<file path="src/rtl/inst_mem_scrubber.sv">
`default_nettype none
// ============================================================================
// inst_mem_scrubber : background SECDED (39,32) scrubber for instruction memory
// Revision 1.0 - initial release
// ============================================================================
module inst_mem_scrubber #(
  parameter int WORDS          = 8,
  parameter int SCRUB_INTERVAL = 4
) (
  input  logic        clk,
  input  logic        reset,
  input  logic        scrub_en,
  input  logic        init_req,
  output logic [31:0] mem_addr,
  input  logic [31:0] mem_rdata,
  output logic        mem_we,
  output logic [31:0] mem_wdata,
  output logic        busy,
  output logic        corrected,
  output logic        uncorrectable,
  output logic [31:0] err_addr,
  output logic [15:0] corr_count,
  output logic [15:0] uncorr_count
);

  localparam int IDX_W = (WORDS > 1) ? $clog2(WORDS) : 1;
  localparam int CNT_W = $clog2(SCRUB_INTERVAL + 1);
  localparam logic [IDX_W-1:0] c_last_idx = IDX_W'(WORDS - 1);
  localparam logic [CNT_W-1:0] c_interval = CNT_W'(SCRUB_INTERVAL);

  typedef enum logic [1:0] {
    S_INIT  = 2'd0,
    S_WAIT  = 2'd1,
    S_CHECK = 2'd2,
    S_FIX   = 2'd3
  } state_t;

  // Hamming code over positions 1..38; returns {p, c5..c0}
  function automatic logic [6:0] encode(input logic [31:0] d);
    logic [5:0] c;
    int         k;
    c = '0;
    k = 0;
    for (int pos = 1; pos <= 38; pos++) begin
      if ((pos & (pos - 1)) != 0) begin
        for (int i = 0; i < 6; i++)
          if (pos[i]) c[i] = c[i] ^ d[k[4:0]];
        k++;
      end
    end
    return {(^d) ^ (^c), c};
  endfunction

  function automatic logic [31:0] flip_mask(input logic [5:0] s);
    logic [31:0] m;
    int          k;
    m = '0;
    k = 0;
    for (int pos = 1; pos <= 38; pos++) begin
      if ((pos & (pos - 1)) != 0) begin
        if (pos[5:0] == s) m[k[4:0]] = 1'b1;
        k++;
      end
    end
    return m;
  endfunction

  state_t           r_state, w_state_nxt;
  logic [IDX_W-1:0] r_idx, w_idx_nxt, w_idx_inc;
  logic [CNT_W-1:0] r_cnt, w_cnt_nxt;
  logic [6:0]       r_store [WORDS];
  logic [6:0]       w_new, w_fix_code, w_stored, w_store_wd;
  logic [5:0]       w_syn;
  logic             w_q, w_pow2;
  logic             w_store_we, w_corr, w_unc, w_err_set, w_we_nxt;
  logic [31:0]      w_wdata_nxt;

  assign mem_addr   = 32'({r_idx, 2'b00});
  assign w_new      = encode(mem_rdata);
  assign w_fix_code = encode(mem_wdata);
  assign w_stored   = r_store[r_idx];
  assign w_syn      = w_stored[5:0] ^ w_new[5:0];
  // Overall parity of the received codeword: live data plus stored check bits
  assign w_q        = w_stored[6] ^ (^mem_rdata) ^ (^w_stored[5:0]);
  assign w_pow2     = (w_syn != 6'd0) && ((w_syn & (w_syn - 6'd1)) == 6'd0);
  assign w_idx_inc  = (r_idx == c_last_idx) ? '0 : r_idx + 1'b1;

  always_ff @(posedge clk or posedge reset) begin
    if (reset) r_state <= S_INIT;
    else       r_state <= w_state_nxt;
  end

  always_comb begin
    w_state_nxt = r_state;
    w_idx_nxt   = r_idx;
    w_cnt_nxt   = r_cnt;
    w_store_we  = 1'b0;
    w_store_wd  = w_new;
    w_corr      = 1'b0;
    w_unc       = 1'b0;
    w_err_set   = 1'b0;
    w_we_nxt    = 1'b0;
    w_wdata_nxt = mem_wdata;
    case (r_state)
      S_INIT: begin
        w_store_we = 1'b1;
        if (r_idx == c_last_idx) begin
          w_state_nxt = S_WAIT;
          w_idx_nxt   = '0;
          w_cnt_nxt   = c_interval;
        end else begin
          w_idx_nxt = r_idx + 1'b1;
        end
      end
      S_WAIT: begin
        if (scrub_en) begin
          if (r_cnt <= CNT_W'(1)) w_state_nxt = S_CHECK;
          else                    w_cnt_nxt   = r_cnt - 1'b1;
        end
      end
      S_CHECK: begin
        w_state_nxt = S_WAIT;
        w_idx_nxt   = w_idx_inc;
        w_cnt_nxt   = c_interval;
        if (!w_q) begin
          if (w_syn != 6'd0) begin
            w_unc     = 1'b1;
            w_err_set = 1'b1;
          end
        end else if (w_syn == 6'd0 || w_pow2) begin
          // Only the stored check entry is bad; memory is intact
          w_store_we = 1'b1;
          w_corr     = 1'b1;
          w_err_set  = 1'b1;
        end else if (w_syn <= 6'd38) begin
          w_state_nxt = S_FIX;
          w_idx_nxt   = r_idx;
          w_we_nxt    = 1'b1;
          w_wdata_nxt = mem_rdata ^ flip_mask(w_syn);
        end else begin
          w_unc     = 1'b1;
          w_err_set = 1'b1;
        end
      end
      S_FIX: begin
        w_store_we  = 1'b1;
        w_store_wd  = w_fix_code;
        w_corr      = 1'b1;
        w_err_set   = 1'b1;
        w_state_nxt = S_WAIT;
        w_idx_nxt   = w_idx_inc;
        w_cnt_nxt   = c_interval;
      end
      default: w_state_nxt = S_INIT;
    endcase
    if (init_req) begin
      w_state_nxt = S_INIT;
      w_idx_nxt   = '0;
      w_store_we  = 1'b0;
      w_corr      = 1'b0;
      w_unc       = 1'b0;
      w_err_set   = 1'b0;
      w_we_nxt    = 1'b0;
    end
  end

  always_ff @(posedge clk or posedge reset) begin
    if (reset) begin
      r_idx         <= '0;
      r_cnt         <= '0;
      for (int i = 0; i < WORDS; i++) r_store[i] <= '0;
      mem_we        <= 1'b0;
      mem_wdata     <= '0;
      busy          <= 1'b1;
      corrected     <= 1'b0;
      uncorrectable <= 1'b0;
      err_addr      <= '0;
      corr_count    <= '0;
      uncorr_count  <= '0;
    end else begin
      r_idx         <= w_idx_nxt;
      r_cnt         <= w_cnt_nxt;
      if (w_store_we) r_store[r_idx] <= w_store_wd;
      mem_we        <= w_we_nxt;
      mem_wdata     <= w_wdata_nxt;
      busy          <= (w_state_nxt == S_INIT);
      corrected     <= w_corr;
      uncorrectable <= w_unc;
      if (w_err_set) err_addr <= mem_addr;
      if (w_corr && corr_count != 16'hFFFF) corr_count <= corr_count + 16'd1;
      if (w_unc && uncorr_count != 16'hFFFF) uncorr_count <= uncorr_count + 16'd1;
    end
  end

endmodule
`default_nettype wire

</file>
<file path="config.mk">
export PLATFORM = sky130hd
export DESIGN_NAME = inst_mem_scrubber
export DESIGN_NICKNAME = d
export VERILOG_FILES = /design/src/rtl/inst_mem_scrubber.sv
export SDC_FILE = /design/constraint.sdc
export NUM_CORES = 1
export LEC_CHECK = 0
export CELL_PAD_IN_SITES_DETAIL_PLACEMENT = 0
export CELL_PAD_IN_SITES_GLOBAL_PLACEMENT = 1
export CORE_AREA = 2 2 167 185
export DETAILED_ROUTE_END_ITERATION = 16
export DIE_AREA = 0 0 169 187
export GPL_TIMING_DRIVEN = 0
export MAX_ROUTING_LAYER = met4
export PLACE_DENSITY_LB_ADDON = 0.1
export SETUP_SLACK_MARGIN = 0.4
export SLEW_MARGIN = 20
export SYNTH_ARGS = -nofsm -noshare
export SYNTH_HDL_FRONTEND = slang
export SYNTH_SLANG_ARGS = --single-unit
</file>
<file path="constraint.sdc">
create_clock -name clk -period 6.7 [get_ports clk]
set_input_delay 1.675 -clock clk [delete_from_list [all_inputs] [get_ports clk]]
set_output_delay 1.675 -clock clk [all_outputs]
set_load 0.05 [all_outputs]
</file>
==> metrics.txt, run 1 <==
# TYPE chip_impl_metric gauge
chip_impl_metric{name="worst_ep_required_time",unit="ns"} 6.99
chip_impl_metric{name="post-cts-setup-buffers",unit=""} 0
chip_impl_metric{name="gpl.final_weighted_congestion",unit=""} 0.8025
chip_impl_metric{name="synth_cell_type_count",unit=""} 67
chip_impl_metric{name="antenna_found_initial",unit=""} 0
chip_impl_metric{name="report.final.setup_viol",unit=""} 0
chip_impl_metric{name="post_cts_resized",unit=""} 0
chip_impl_metric{name="min_period",unit="ns"} 5.809
chip_impl_metric{name="max_freq",unit="GHz"} 0.1721
chip_impl_metric{name="tritoncts_num_sinks",unit=""} 135
chip_impl_metric{name="synth_cells",unit=""} 813
chip_impl_metric{name="critical_path.max_fanout",unit=""} 10
chip_impl_metric{name="postLayoutCellArea",unit="µm²"} 11230
chip_impl_metric{name="number_of_port_buffers",unit=""} 109
chip_impl_metric{name="route.vias.total",unit=""} 6178
chip_impl_info{name="worst_setup_path_start_kind",value="input pin"} 1
chip_impl_info{name="worstSetupEndpointType",value="flop"} 1
chip_impl_info{name="worstPathCellList",value="clkdlybuf4s50_1 -> xnor2_1 -> xnor2_1 -> xnor3_1 -> xor2_1 -> nor2_2 -> a22oi_1 -> o22ai_4 -> nor3b_2 -> buf_4 -> buf_2 -> a21oi_1"} 1
chip_impl_metric{name="cts-root-to-sink-buffers",unit=""} 2
chip_impl_metric{name="r2r_setup_slack",unit="ns"} 2.14
chip_impl_metric{name="area_growth_from_synthesis_to_layout",unit="%"} 27.78
chip_impl_info{name="critical-path-top-cell-by-count",value="sky130_fd_sc_hd__xnor2_1"} 1
chip_impl_metric{name="design.final.nets",unit=""} 1045
chip_impl_info{name="setup.worst_path.end",value="mem_wdata[29]"} 1
chip_impl_metric{name="grt_max_degree",unit=""} 85
chip_impl_info{name="critPathLaunch",value="mem_rdata[5]"} 1
chip_impl_metric{name="stdcell_count",unit=""} 1391
chip_impl_metric{name="num_rows",unit=""} 67
chip_impl_metric{name="vias_per_cell",unit=""} 4.441
chip_impl_metric{name="post_drt_wl_per_cell",unit="µm"} 17.78
chip_impl_metric{name="synth.cell_area",unit="µm²"} 8787
chip_impl_metric{name="total_half_perimeter_wirelength_after_legalization_and_detailed_placement",unit="mm"} 18.87
chip_impl_metric{name="core_area",unit="µm²"} 30010
chip_impl_metric{name="finalWirelength",unit="mm"} 24.73
chip_impl_metric{name="report.final.hold_viol_count",unit=""} 0
chip_impl_metric{name="cts_hold_buffers",unit=""} 0
chip_impl_metric{name="die_h",unit="µm"} 187
chip_impl_metric{name="clock_transition_at_the_registers_of_the_reported_paths",unit="ns"} 0.07
chip_impl_metric{name="critical-path-max-stage-delay",unit="ns"} 0.62
chip_impl_info{name="dominantRegCellSynth",value="sky130_fd_sc_hd__dfrtp_1"} 1
chip_impl_metric{name="synth_seq_cells",unit=""} 135
chip_impl_metric{name="timing_worst_slew_pin_value",unit="ns"} 0.9533
chip_impl_info{name="timing.hold.worst.class",value="reg -> reg"} 1
chip_impl_metric{name="cts_max_level",unit=""} 4
chip_impl_metric{name="worstSetupPathDepth",unit=""} 12
chip_impl_metric{name="grt_use_total",unit=""} 0.1633
chip_impl_info{name="worstReg2RegEnd",value="mem_wdata[29]"} 1
chip_impl_metric{name="num_io_pins",unit=""} 168
chip_impl_metric{name="post_synthesis_async_set_or_reset_flop_share",unit=""} 1.000
chip_impl_metric{name="drive_above_1_share",unit=""} 0.2045
chip_impl_metric{name="ir_drop",unit="mV"} 0.2402
chip_impl_metric{name="synth.yosys.warnings",unit=""} 0
chip_impl_metric{name="power.density_cell_area",unit="nW/µm²"} 414.6
chip_impl_metric{name="drt_drc_violations_left",unit=""} 0
chip_impl_metric{name="report.final.slew_viol_count",unit=""} 0
chip_impl_metric{name="first_iter_violations",unit=""} 259
chip_impl_metric{name="worstPathBufferInverterCount",unit=""} 3
chip_impl_metric{name="layout_worst_path_cycle_share",unit=""} 0.8671
chip_impl_metric{name="first_pass_grt_wire_length",unit="mm"} 37.68
chip_impl_metric{name="initial_utilization",unit=""} 0.2928
chip_impl_metric{name="setup_total_negative_slack",unit="ns"} 0
chip_impl_metric{name="globalRoute.totalOverflow",unit=""} 0
chip_impl_metric{name="drt.antenna.violating_nets",unit=""} 0
chip_impl_info{name="critPathTopFamily",value="XOR/XNOR gates"} 1
chip_impl_metric{name="p_leak",unit="nW"} 4.910
chip_impl_metric{name="drv_cap",unit=""} 0
chip_impl_metric{name="ff_latch_area",unit="µm²"} 3379
chip_impl_metric{name="worst_clock_skew",unit="ns"} 0.01436
chip_impl_metric{name="dp_cells",unit=""} 1359
chip_impl_info{name="status",value="finished, final reports clean"} 1
chip_impl_metric{name="placement.cell_area",unit="µm²"} 10600
chip_impl_metric{name="first_global_vias",unit=""} 6140
chip_impl_info{name="tritoncts_clock_tree",value="done"} 1
chip_impl_metric{name="diodes",unit=""} 0
chip_impl_info{name="reg2reg_from",value="r_idx[0]"} 1
chip_impl_metric{name="dieArea",unit="µm²"} 31600
chip_impl_metric{name="synth.yosys.seq_area_share",unit=""} 0.3846
chip_impl_metric{name="worst_ep_arrival_time",unit="ns"} 6.10
chip_impl_metric{name="drt_first_pass_iters",unit=""} 4
chip_impl_metric{name="timing.reg2reg.worst_path_depth",unit=""} 13
chip_impl_info{name="startpoint_to_endpoint_class_of_the_critical_path",value="in -> reg"} 1
chip_impl_metric{name="filler_cell_count",unit=""} 3057
chip_impl_metric{name="total_cts_buffers",unit=""} 17
chip_impl_info{name="rsz_0062_raised_after_global_routing",value="no"} 1
chip_impl_metric{name="synth_edf_count",unit=""} 0
chip_impl_metric{name="chipWidth",unit="µm"} 169
chip_impl_metric{name="combined_area_of_the_multi_input_logic_cells",unit="µm²"} 5014
chip_impl_info{name="timing.critical_path.slowest_stage_cell",value="sky130_fd_sc_hd__xor2_1"} 1
chip_impl_metric{name="relSlewSlack",unit=""} 0.3578
chip_impl_metric{name="synth_area_per_cell",unit="µm²"} 10.81
chip_impl_info{name="cts_root_buffer",value="sky130_fd_sc_hd__clkbuf_16"} 1
chip_impl_metric{name="insertion_delay",unit="ns"} 0.42
==> worst min-delay path by stage <==
| stage | startpoint | end | cells after the start |
|---|---|---|---|
| after global routing | uncorr_count[14] | uncorr_count[14] | 1 |
| after floorplan | r_store[44] | r_store[44] | 1 |
| after global placement | uncorr_count[14] | uncorr_count[14] | 1 |
| after detailed placement | uncorr_count[14] | uncorr_count[14] | 1 |
| final | uncorr_count[15] | uncorr_count[15] | 1 |
| after CTS | uncorr_count[14] | uncorr_count[14] | 1 |
==> layer usage <==
metal / global-route usage / up-vias / routed length [µm]
met2: 0.2620 / 124 / 11970
met5: - / - / 0
met4: 0.05325 / 0 / 568
li1: - / 3027 / -
met1: 0.2102 / 3003 / 11360
met3: 0.02751 / 24 / 830
==> layout make-up <==
cell class / instances / share of cell area
Clock inverter: 14 / 0.01671
Clock buffer: 18 / 0.03911
Buffer: 82 / 0.04981
Timing Repair Buffer: 110 / 0.09962
Tap cell: 379 / 0.04223
Inverter: 13 / 0.005014
Sequential cell: 135 / 0.3010
Multi-Input combinational cell: 640 / 0.4465
==> power by group <==
part           switching (mW)  internal [mW]
logic                    1.51           1.03
registers              0.0975          0.999
clock network           0.415          0.609
==> state kept, by name (all words and copies together), names as in the netlist <==
| name | cells |
|---|---|
| r_store | 56 |
| mem_wdata | 32 |
| corr_count | 16 |
| uncorr_count | 16 |
| err_addr | 3 |
| r_cnt | 3 |
| r_idx | 3 |
| r_state | 2 |
| busy | 1 |
| corrected | 1 |
| mem_we | 1 |
| uncorrectable | 1 |
==> metrics by stage <==
step                        util  hold WS [ns]  worst slack [ns]  total power, mW
after global placement    0.3521        0.4802            -1.051            3.668
after detailed placement  0.3532        0.4842            0.4111            3.670
after floorplan                -        0.4750             1.416            3.033
final                     0.3741        0.4909            0.8907            4.655
after CTS                 0.3741        0.4936            0.8643            4.721
after global routing      0.3741        0.5055            0.6871            4.947
==> cells in the final DEF, fill, tap and decap left out, drive strengths merged, types with 8 or more instances in the layout <==
cell and count:
dfrtp 134, xnor2 133, clkdlybuf4s50 109, buf 75, nor2 70, mux2 65
conb 58, xor2 58, a21oi 46, nand2 40, clkbuf 26, nor3 24
inv 19, nand3 15, nor4 15, xnor3 11, and3 10, ha 10
mux4 9, mux2i 9, o21ai 8
==> Yosys cell counts, drive strengths merged, types with 4 or more instances <==
| master | count | area, µm² |
|---|---|---|
| a21oi | 46 | 234.0 |
| and3 | 10 | 62.56 |
| buf | 74 | 529.3 |
| clkbuf | 8 | 30.03 |
| dfrtp | 134 | 3353 |
| ha | 10 | 125.1 |
| inv | 12 | 45.04 |
| mux2 | 65 | 758.2 |
| mux2i | 9 | 102.6 |
| mux4 | 9 | 202.7 |
| nand2 | 40 | 150.1 |
| nand2b | 5 | 31.28 |
| nand3 | 15 | 75.07 |
| nor2 | 70 | 292.8 |
| nor2b | 7 | 43.79 |
| nor3 | 24 | 142.6 |
| nor3b | 4 | 35.03 |
| nor4 | 15 | 100.1 |
| nor4b | 4 | 35.03 |
| o21ai | 8 | 40.04 |
| or2 | 4 | 25.02 |
| xnor2 | 133 | 1187 |
| xnor3 | 11 | 247.7 |
| xor2 | 58 | 515.5 |
==> logic make-up after synthesis <==
family                     synth area share
and+or+nand+nor                      0.1225
adders and majority gates           0.01538
muxes                                0.1210
other                             0.0004268
xor gates and xnor gates             0.2301
DFF                                  0.3846
buffers and inverters               0.06920
AOI/OAI and AO/OA                   0.05682
No activity file was read; power rests on OpenSTA's default activity.
==> run 2: changes to the inputs <==
CAP_MARGIN = 5   (was default)
==> results of run 2 <==
Same layout as run 1: the final DEF is identical, and so are final timing and power.
==> run 3: changes to the inputs <==
CORE_AREA = 2 2 141 157   (was 2 2 167 185)
DIE_AREA = 0 0 143 159   (was 0 0 169 187)
==> run 3 against run 2 <==
Via count decreased by 0.76%. Clock skew down 0.0057 ns. Register-to-register slack better by 0.09 ns. Non-clock buffer count unchanged. Global-route usage is 4.7 points higher. Worst setup slack improved by 0.11 ns. Cell count shrank 6.4%. Clock power is 7% lower. Critical path depth did not move. Largest power group unchanged.
==> metrics.txt, run 3 (synthesized netlist as in run 1, its figures left out) <==
# TYPE chip_impl_metric gauge
chip_impl_metric{name="post-cts-setup-buffers",unit=""} 0
chip_impl_metric{name="layout_worst_path_cycle_share",unit=""} 0.8502
chip_impl_metric{name="drt_drc_violations_left",unit=""} 0
chip_impl_info{name="startpoint_to_endpoint_class_of_the_critical_path",value="in -> reg"} 1
chip_impl_metric{name="met1_usage",unit=""} 0.2894
chip_impl_info{name="status",value="finished, final reports clean"} 1
chip_impl_metric{name="initial_utilization",unit=""} 0.4166
chip_impl_metric{name="finalWirelength",unit="mm"} 22.49
chip_impl_metric{name="worst_clock_skew",unit="ns"} 0.008711
chip_impl_info{name="critical-path-top-cell-by-count",value="sky130_fd_sc_hd__xnor2_1"} 1
chip_impl_metric{name="p_leak",unit="nW"} 4.889
chip_impl_metric{name="post_drt_wl_per_cell",unit="µm"} 17.28
chip_impl_metric{name="critical-path-max-stage-delay",unit="ns"} 0.63
chip_impl_metric{name="setup_total_negative_slack",unit="ns"} 0
chip_impl_info{name="timing.hold.worst.class",value="reg -> reg"} 1
chip_impl_info{name="layout_commonest_cell",value="sky130_fd_sc_hd__dfrtp_1"} 1
chip_impl_info{name="rsz_0062_raised_after_global_routing",value="no"} 1
chip_impl_metric{name="grt_use_met2",unit=""} 0.3247
chip_impl_metric{name="globalRoute.totalOverflow",unit=""} 0
chip_impl_metric{name="diodes",unit=""} 0
chip_impl_metric{name="finalPower",unit="mW"} 4.542
chip_impl_metric{name="number_of_port_buffers",unit=""} 109
chip_impl_info{name="worstPathCellList",value="clkdlybuf4s50_1 -> xnor2_1 -> xnor2_1 -> xnor3_1 -> xor2_1 -> nor2_2 -> a22oi_1 -> o22ai_4 -> nor3b_2 -> buf_4 -> buf_2 -> a21oi_1"} 1
chip_impl_metric{name="max_freq",unit="GHz"} 0.1755
chip_impl_info{name="tritoncts_clock_tree",value="done"} 1
chip_impl_info{name="timing.critical_path.slowest_stage_cell",value="sky130_fd_sc_hd__clkdlybuf4s50_1"} 1
chip_impl_metric{name="min_period",unit="ns"} 5.697
chip_impl_metric{name="gpl.final_weighted_congestion",unit=""} 0.8796
chip_impl_metric{name="vias_per_cell",unit=""} 4.709
chip_impl_metric{name="insertion_delay",unit="ns"} 0.43
chip_impl_metric{name="antenna_found_initial",unit=""} 0
chip_impl_metric{name="grt_use_total",unit=""} 0.2102
chip_impl_metric{name="cts_hold_buffers",unit=""} 0
chip_impl_metric{name="global_route.usage.met3",unit=""} 0.02917
chip_impl_metric{name="drv_cap",unit=""} 0
chip_impl_metric{name="power.density_cell_area",unit="nW/µm²"} 409.7
chip_impl_metric{name="core_area",unit="µm²"} 21090
chip_impl_metric{name="area_growth_from_synthesis_to_layout",unit="%"} 26.17
chip_impl_metric{name="hold-path-cell-count",unit=""} 1
chip_impl_metric{name="cts-root-to-sink-buffers",unit=""} 2
chip_impl_metric{name="die_h",unit="µm"} 159
chip_impl_metric{name="grt_max_degree",unit=""} 80
chip_impl_metric{name="total_half_perimeter_wirelength_after_legalization_and_detailed_placement",unit="mm"} 17.00
chip_impl_metric{name="route.vias.total",unit=""} 6131
chip_impl_metric{name="drive_above_1_share",unit=""} 0.2045
chip_impl_info{name="worst_setup_path_start_kind",value="input pin"} 1
chip_impl_metric{name="design.final.nets",unit=""} 1045
chip_impl_info{name="cts_root_buffer",value="sky130_fd_sc_hd__clkbuf_16"} 1
chip_impl_info{name="reg.largest.list",value="r_store (56), mem_wdata (32)"} 1
chip_impl_metric{name="clock_transition_at_the_registers_of_the_reported_paths",unit="ns"} 0.06
chip_impl_metric{name="worst_ep_arrival_time",unit="ns"} 6.00
chip_impl_metric{name="report.final.hold_viol_count",unit=""} 0
chip_impl_info{name="most-common-layout-cells",value="sky130_fd_sc_hd__dfrtp_1, sky130_fd_sc_hd__xnor2_1, sky130_fd_sc_hd__clkdlybuf4s50_1"} 1
chip_impl_metric{name="report.final.slew_viol_count",unit=""} 0
chip_impl_metric{name="ir_drop",unit="mV"} 0.3113
chip_impl_metric{name="relSlewSlack",unit=""} 0.3027
chip_impl_info{name="largest-register",value="r_store"} 1
chip_impl_metric{name="num_io_pins",unit=""} 168
chip_impl_metric{name="drt_first_pass_iters",unit=""} 4
chip_impl_metric{name="first_pass_grt_wire_length",unit="mm"} 35.52
chip_impl_metric{name="first_iter_violations",unit=""} 321
chip_impl_metric{name="chipWidth",unit="µm"} 143
chip_impl_metric{name="post_cts_resized",unit=""} 0
chip_impl_metric{name="report.final.setup_viol",unit=""} 0
chip_impl_metric{name="cts_max_level",unit=""} 4
chip_impl_metric{name="first_global_vias",unit=""} 6156
chip_impl_metric{name="tritoncts_num_sinks",unit=""} 135
chip_impl_info{name="gr-max-usage-layer",value="met2"} 1
chip_impl_metric{name="drt.antenna.violating_nets",unit=""} 0
chip_impl_metric{name="timing_worst_slew_pin_value",unit="ns"} 1.035
chip_impl_metric{name="dieArea",unit="µm²"} 22740
chip_impl_metric{name="critical_path.max_fanout",unit=""} 10
chip_impl_metric{name="num_rows",unit=""} 56
chip_impl_metric{name="finalCoreUtilization",unit=""} 0.5257
chip_impl_metric{name="number_of_flip_flops_under_the_largest_register_name",unit=""} 56
chip_impl_metric{name="timing.reg2reg.worst_path_depth",unit=""} 13
chip_impl_metric{name="total_cts_buffers",unit=""} 17
chip_impl_metric{name="worst_ep_required_time",unit="ns"} 7.00
chip_impl_info{name="worstSetupEndpointType",value="flop"} 1
[run 3: layer usage]
layer  vias to the layer above  wire length, µm  part of all wire
met2                       122            10690              0.48
met1                      2955            10530              0.47
li1                       3034                -                 -
met4                         0              385             0.017
met5                         -                0                 0
met3                        20              887             0.039
[run 3: final cells by class]
cell class / count / area, µm²
fill: 1980 / 10000
multi-input combinational: 640 / 5014
sequential: 135 / 3379
timing repair buffer: 110 / 1119
buffer: 82 / 559.3
clock buffer: 19 / 452.9
tap: 290 / 362.8
clock inverter: 13 / 143.9
inverter: 13 / 56.30
[run 3: critical path: cells and delay by family]
family	cells	cell delay [ns]
xor+xnor	4	1.82
buf+inv	3	1.20
simple gates	2	0.73
compound gates	3	0.56
[run 3: power breakdown]
part / internal (mW) / switching (mW)
logic: 1.03 / 1.46
registers: 1.00 / 0.0974
clock network: 0.570 / 0.382
[run 3: final timing paths]
| check | startpoint | endpoint | slack [ns] |
|---|---|---|---|
| hold reg to reg | uncorr_count[14] | uncorr_count[14] | 0.48 |
| min in group asynchronous | reset | r_store[55] | 1.66 |
| hold / removal | uncorr_count[14] | uncorr_count[14] | 0.48 |
| setup reg to reg | r_idx[0] | mem_wdata[2] | 2.23 |
| setup / recovery | mem_rdata[6] | mem_wdata[2] | 1.00 |
| max in group asynchronous | reset | busy | 4.27 |
[run 3: stage by stage]
stage                     hold slack [ns]  worst slack [ns]  instances  area [µm²]
after floorplan                    0.4750             1.416        870        9001
after global placement             0.4797           -0.7352       1269       10460
after detailed placement           0.4825            0.6154       1270       10490
after CTS                          0.4926             1.041       1302       11090
after global routing               0.4993            0.7803       1302       11090
final                              0.4830             1.003       1302       11090
